### src/rtl/axil_crossbar_wr_arb.sv
`timescale 1ns/1ps
// -----------------------------------------------------------------------------
// axil_crossbar_wr_arb
//
// N-master to 1-slave AXI-Lite write path with a local arbiter and a
// transaction lock. One master is granted when the block is idle. Its AW and W
// channels are forwarded to the slave. The grant is held until the B handshake
// for that master completes, and only then is another master considered.
//
// Optional feature (compile-time macro):
//   AXIL_WR_RR_EN  defined   -> round-robin arbitration. The search starts
//                               after the last granted master and wraps.
//                  undefined -> fixed priority. The lowest index with awvalid
//                               wins, and there is no pointer register.
//
// Parameters:
//   NUMBER_MASTER   masters competing for this slave port (>=2)
//   AXI_DATA_WIDTH  W data width (multiple of 8)
//   AXI_ADDR_WIDTH  AW address width
//
// Ports:
//   aclk, aresetn          clock (rising edge), synchronous active-low reset
//   grant_wr               one-hot current grant, all zero when idle
//   m_axil_aw*/w*/b*       per-master AXI-Lite write channels (unpacked data)
//   s_axil_aw*/w*/b*       slave-side AXI-Lite write channels
// -----------------------------------------------------------------------------
module axil_crossbar_wr_arb #(
  parameter int NUMBER_MASTER  = 4,
  parameter int AXI_DATA_WIDTH = 32,
  parameter int AXI_ADDR_WIDTH = 32
) (
  input  logic                          aclk,
  input  logic                          aresetn,
  output logic [NUMBER_MASTER-1:0]      grant_wr,

  input  logic [AXI_ADDR_WIDTH-1:0]     m_axil_awaddr  [NUMBER_MASTER],
  input  logic [NUMBER_MASTER-1:0]      m_axil_awvalid,
  output logic [NUMBER_MASTER-1:0]      m_axil_awready,
  input  logic [AXI_DATA_WIDTH-1:0]     m_axil_wdata   [NUMBER_MASTER],
  input  logic [AXI_DATA_WIDTH/8-1:0]   m_axil_wstrb   [NUMBER_MASTER],
  input  logic [NUMBER_MASTER-1:0]      m_axil_wvalid,
  output logic [NUMBER_MASTER-1:0]      m_axil_wready,
  output logic [1:0]                    m_axil_bresp   [NUMBER_MASTER],
  output logic [NUMBER_MASTER-1:0]      m_axil_bvalid,
  input  logic [NUMBER_MASTER-1:0]      m_axil_bready,

  output logic [AXI_ADDR_WIDTH-1:0]     s_axil_awaddr,
  output logic                          s_axil_awvalid,
  input  logic                          s_axil_awready,
  output logic [AXI_DATA_WIDTH-1:0]     s_axil_wdata,
  output logic [AXI_DATA_WIDTH/8-1:0]   s_axil_wstrb,
  output logic                          s_axil_wvalid,
  input  logic                          s_axil_wready,
  input  logic [1:0]                    s_axil_bresp,
  input  logic                          s_axil_bvalid,
  output logic                          s_axil_bready
);

  localparam int IDX_W = (NUMBER_MASTER > 1) ? $clog2(NUMBER_MASTER) : 1;

  typedef enum logic [1:0] {
    ST_IDLE,
    ST_XFER,
    ST_RESP
  } state_t;

  state_t                   r_state;
  logic [NUMBER_MASTER-1:0] r_grant;
  logic [IDX_W-1:0]         r_gidx;
  logic                     r_aw_done;
  logic                     r_w_done;
`ifdef AXIL_WR_RR_EN
  logic [IDX_W-1:0]         r_rr_ptr;
`endif

  logic                     w_any_req;
  logic [IDX_W-1:0]         w_arb_idx;
  logic                     w_s_aw_hs;
  logic                     w_s_w_hs;
  logic                     w_s_b_hs;
  logic                     w_aw_fin;
  logic                     w_w_fin;

  assign grant_wr = r_grant;

  // ---------------------------------------------------------------------------
  // Arbitration. Candidates are scanned from lowest to highest priority so the
  // last match in the loop is the winner.
  // ---------------------------------------------------------------------------
`ifdef AXIL_WR_RR_EN
  always_comb begin
    int unsigned v_cand;
    v_cand    = 0;
    w_arb_idx = '0;
    w_any_req = |m_axil_awvalid;
    // Offset NUMBER_MASTER is the last grant itself (lowest priority),
    // offset 1 is the master right after it (highest priority).
    for (int unsigned k = NUMBER_MASTER; k > 0; k--) begin
      v_cand = (32'(r_rr_ptr) + k) % NUMBER_MASTER;
      if (m_axil_awvalid[v_cand]) begin
        w_arb_idx = IDX_W'(v_cand);
      end
    end
  end
`else
  always_comb begin
    w_arb_idx = '0;
    w_any_req = |m_axil_awvalid;
    for (int unsigned k = NUMBER_MASTER; k > 0; k--) begin
      if (m_axil_awvalid[k-1]) begin
        w_arb_idx = IDX_W'(k - 1);
      end
    end
  end
`endif

  // ---------------------------------------------------------------------------
  // Handshake detection on the slave side
  // ---------------------------------------------------------------------------
  assign w_s_aw_hs = s_axil_awvalid & s_axil_awready;
  assign w_s_w_hs  = s_axil_wvalid  & s_axil_wready;
  assign w_s_b_hs  = s_axil_bvalid  & s_axil_bready;

  // A channel counts as finished if it was already done or completes now.
  assign w_aw_fin  = r_aw_done | w_s_aw_hs;
  assign w_w_fin   = r_w_done  | w_s_w_hs;

  // ---------------------------------------------------------------------------
  // Control FSM: grant, per-channel done flags and round-robin pointer
  // ---------------------------------------------------------------------------
  always_ff @(posedge aclk) begin
    if (!aresetn) begin
      r_state   <= ST_IDLE;
      r_grant   <= '0;
      r_gidx    <= '0;
      r_aw_done <= 1'b0;
      r_w_done  <= 1'b0;
`ifdef AXIL_WR_RR_EN
      r_rr_ptr  <= IDX_W'(NUMBER_MASTER - 1);
`endif
    end else begin
      case (r_state)
        ST_IDLE: begin
          if (w_any_req) begin
            r_grant <= NUMBER_MASTER'(1) << w_arb_idx;
            r_gidx  <= w_arb_idx;
`ifdef AXIL_WR_RR_EN
            r_rr_ptr <= w_arb_idx;
`endif
            r_state <= ST_XFER;
          end
        end

        ST_XFER: begin
          r_aw_done <= w_aw_fin;
          r_w_done  <= w_w_fin;
          if (w_aw_fin && w_w_fin) begin
            r_state <= ST_RESP;
          end
        end

        ST_RESP: begin
          if (w_s_b_hs) begin
            r_grant   <= '0;
            r_aw_done <= 1'b0;
            r_w_done  <= 1'b0;
            r_state   <= ST_IDLE;
          end
        end

        default: begin
          r_state   <= ST_IDLE;
          r_grant   <= '0;
          r_aw_done <= 1'b0;
          r_w_done  <= 1'b0;
        end
      endcase
    end
  end

  // ---------------------------------------------------------------------------
  // Slave-side routing from the granted master
  // ---------------------------------------------------------------------------
  always_comb begin
    s_axil_awaddr  = '0;
    s_axil_awvalid = 1'b0;
    s_axil_wdata   = '0;
    s_axil_wstrb   = '0;
    s_axil_wvalid  = 1'b0;
    s_axil_bready  = 1'b0;
    if (r_state != ST_IDLE) begin
      s_axil_awaddr  = m_axil_awaddr[r_gidx];
      s_axil_wdata   = m_axil_wdata[r_gidx];
      s_axil_wstrb   = m_axil_wstrb[r_gidx];
      s_axil_awvalid = m_axil_awvalid[r_gidx] & ~r_aw_done;
      s_axil_wvalid  = m_axil_wvalid[r_gidx]  & ~r_w_done;
    end
    // A slave B that shows up before RESP is left pending (bready held low).
    if (r_state == ST_RESP) begin
      s_axil_bready = m_axil_bready[r_gidx];
    end
  end

  // ---------------------------------------------------------------------------
  // Master-side returns: only the granted master sees ready/response
  // ---------------------------------------------------------------------------
  always_comb begin
    for (int unsigned m = 0; m < NUMBER_MASTER; m++) begin
      m_axil_awready[m] = 1'b0;
      m_axil_wready[m]  = 1'b0;
      m_axil_bvalid[m]  = 1'b0;
      m_axil_bresp[m]   = 2'b00;
      if (r_grant[m]) begin
        m_axil_bresp[m] = s_axil_bresp;
        if (r_state == ST_XFER) begin
          m_axil_awready[m] = s_axil_awready & ~r_aw_done;
          m_axil_wready[m]  = s_axil_wready  & ~r_w_done;
        end
        if (r_state == ST_RESP) begin
          m_axil_bvalid[m] = s_axil_bvalid;
        end
      end
    end
  end

endmodule

### config.mk
export PLATFORM = sky130hd
export DESIGN_NAME = axil_crossbar_wr_arb
export DESIGN_NICKNAME = d
export VERILOG_FILES = /design/src/rtl/axil_crossbar_wr_arb.sv
export SDC_FILE = /design/constraint.sdc
export NUM_CORES = 1
export LEC_CHECK = 0
export CORE_AREA = 2 2 152 154
export CTS_CLUSTER_DIAMETER = 50
export DETAILED_ROUTE_END_ITERATION = 6
export DIE_AREA = 0 0 154 156
export HOLD_SLACK_MARGIN = 0.05
export MAX_ROUTING_LAYER = met4
export PLACE_DENSITY_LB_ADDON = 0.25
export SETUP_SLACK_MARGIN = 0.05
export SKIP_CTS_REPAIR_TIMING = 1
export SLEW_MARGIN = 15
export SYNTH_ARGS = -nofsm -noshare
export SYNTH_HDL_FRONTEND = slang
export SYNTH_SLANG_ARGS = --single-unit
### constraint.sdc
create_clock -name aclk -period 2.55 [get_ports aclk]
set_input_delay 0.51 -clock aclk [delete_from_list [all_inputs] [get_ports aclk]]
set_output_delay 0.51 -clock aclk [all_outputs]
set_load 0.005 [all_outputs]
==> impl_metrics.tcl, run 1 <==
set metrics [dict create \
    ys.flop_type "dfxtp_1" \
    clk_path_buf_depth 2 \
    crit_required_ps 2040 \
    hpwlAfterDp_um 14200 \
    failed_checks "design-rule violations" \
    tightest_slew_ps 416 \
    die_y_um 156 \
    p_seq_share_pct 10.6 \
    drt-pass1-iter-count 7 \
    cts_made_buffers 3 \
    p_per_area_nw_per_um2 225 \
    dp_slack_ps -105 \
    cts-root-buf "clkbuf_16" \
    gr-usage-all-layers_pct 12.9 \
    total_leakage_power_nw 3.68 \
    critical-path-slowest-cell "mux4_2" \
    avgSynthCellArea_um2 11.4 \
    hp-class "register to register" \
    cp_slowest_stage_delay_ps 440 \
    cp_max_fo 1 \
    clock_power_share_pct 16.2 \
    remaining_drc_errors 1 \
    synth.net_count 533 \
    placed_area_um2 7070 \
    ys.warnings.count 0 \
    synth_seq_cells 10 \
    mappedNetlistArea_um2 2750 \
    power_frac_comb_pct 73.2 \
    grt_setup_unrepaired "yes" \
    fin_area_um2 7750 \
    synthTopCellsByArea "mux4_2 58%, and2_1 19%, dfxtp_1 7.3%" \
    antenna_left 0 \
    io-pin-count 386 \
    fmax_ghz 0.405 \
    period_share_pct 96.8 \
    initial_core_util_pct 12.3 \
    antenna_found_initial 2 \
    crit_path_frequent_cell "clkdlybuf4s50_1" \
    synth.distinct_cells 30 \
    outcome "complete, but fails checks" \
    yosys.area.top_type "mux4_2" \
    critPathCaptureType "primary output" \
    synth_top_area_share_pct 58.1 \
    insertion_delay_ps 240 \
    rr_worst_depth 7 \
    yosys-top-cells-count "85 x and2_1, 71 x mux4_2, 14 x clkbuf_1" \
    nNetsFinal 950 \
    setup_ws_ps 81.8 \
    final-hold-violation-count 0 \
    r2r_setup_slack_ps 660 \
    vias 3917 \
    arrival_ps 1960 \
    cts.clk_slew.worst_paths_ps 40 \
    setup_violations 0 \
    grt_first_pass_wirelength_um 23400 \
    ys_async_sr_fraction_pct 0 \
    gr-total-overflow 0 \
    hold_depth 2 \
    fp.dieW_um 154 \
    p_sw_share_pct 26.2 \
    die_area_um2 24000 \
    finish.utilization_pct 34.6 \
    post_drt_via_cell_ratio 4.14 \
    critPathTopFamily "buffers and inverters" \
    max-slew-margin-rel_pct 72.1 \
    rr_endpoint "r_state[0]" \
    holdPathEnd "r_w_done" \
    synth_edf_count 0 \
    finalMaxSlewViolations 0 \
    power_switching_mw 0.456 \
    hp-start "r_w_done" \
    gp_congestion 0.831 \
    h-tree-depth 1 \
    numClockSinks 10 \
    p_total_mw 1.74 \
    fin_skew_ps 1.19 \
    drv_cap 0 \
    p_int_mw 1.29 \
    portBuffers 385 \
    min_period_ps 2470 \
    grt_pass1_vias 4086 \
    yosysSeqAreaShare_pct 7.27 \
    setup.worst_path.start_class "input port" \
    core_um2 22400 \
    rr_startpoint "r_gidx[0]" \
    path_buf_inv 2 \
    cts_tree "done" \
    synth_most_common_cell "and2_1" \
    irDropWorstVdd_v 0.000148 \
    routedWlPerCell_um 18.5 \
    path_class "input port to primary output" \
    grt_max_degree 45 \
    rows 55 \
    syn2layout_area_growth_pct 181 \
    wl_um 17400 \
    crit_chain "clkdlybuf4s50_1 > mux4_2 > and2_1 > clkdlybuf4s50_1" \
    syn-instance-count 242 \
    layout-drive-gt1-share_pct 20.7 \
    first_iter_violations 153 \
]
## flip-flops by register name, summed over array words and instances (netlist names)
register / count
r_aw_done: 1
grant_wr: 4
r_w_done: 1
r_gidx: 2
r_state: 2
## through the flow
| stage | TNS, ps | std cells | hold WS, ps |
|---|---|---|---|
| 2_1_floorplan | 0 | 242 | 457 |
| 4_1_cts | -5990 | 911 | 505 |
| 3_3_place_gp | -302 | 907 | 485 |
| 6_report | 0 | 945 | 503 |
| 5_1_grt | 0 | 945 | 537 |
| 3_5_place_dp | -365 | 907 | 499 |
## cells in the final DEF (no fill, tap or decap), types with 2 or more instances in the layout
cell             count
nand2_1              6
diode_2              2
a21oi_1              6
inv_1                3
nor2b_1              2
clkdlybuf4s50_1    313
and3b_1              2
clkbuf_2             2
nor2_1               8
buf_12               8
clkbuf_16            8
dfxtp_1              8
buf_4               31
dlymetal6s2s_1      70
and2_1              85
mux4_2              71
a31o_2               3
buf_6                5
and3_1               4
o21ai_0              2
buf_16               2
dfxtp_4              2
o22ai_1              2
## cell type report
cell class,instances,area (µm²)
fillers,2234,14600
repair buffers,437,4660
multi-input cells,204,2420
well taps,285,357
flip-flops and latches,10,208
clock buffers,3,75.1
inverters,3,11.3
diodes,2,5.00
clock inverters,1,3.75
## worst register-to-register path, cell delays in order (launching register included)
cell and delay [ps]:
dfxtp_4 360, buf_12 150, buf_12 130, buf_4 110, mux4_2 550, a21oi_1 300
nor2_1 70, a21oi_1 140
## cell families after synthesis
kind of cell	share of synthesized area [%]
mux	58.5
buf+inv	4.64
flops	7.27
compound gates	4.91
simple gates	24.7
## routing by layer
layer	routed length [µm]	track usage [%]	up-vias
met4	276	2.54	0
met3	1330	3.17	15
met5	0	-	-
li1	-	-	1801
met1	6230	13.0	1868
met2	9600	25.1	233
## power by group through the flow
stage                     sequential, mW  combinational, mW  clock [mW]
final                              0.184               1.27       0.282
after CTS                          0.194               1.23       0.289
after global placement             0.196               1.21           0
after detailed placement           0.197               1.22           0
after floorplan                    0.175              0.430           0
after global routing               0.187               1.36       0.299
## how the worst max path moves through the flow
| stage | from | end | slack (ps) | depth (start not counted) |
|---|---|---|---|---|
| finish | m_axil_awaddr[69] | s_axil_awaddr[5] | 80 | 4 |
| global route | r_gidx[0] | s_axil_wdata[26] | 40 | 6 |
| CTS | r_gidx[0] | s_axil_wdata[10] | -160 | 4 |
| detailed placement | m_axil_wdata[122] | s_axil_wdata[26] | -110 | 4 |
| global placement | m_axil_wdata[122] | s_axil_wdata[26] | -110 | 4 |
| floorplan | r_gidx[0] | s_axil_awaddr[0] | 650 | 4 |
Note: power is estimated with default switching activity, not from simulation.
==> inputs of run 2 (changes only) <==
- CAP_MARGIN: not set -> 20
==> results of run 2 <==
Same layout as run 1: the final DEF is identical, and so are final timing and power.
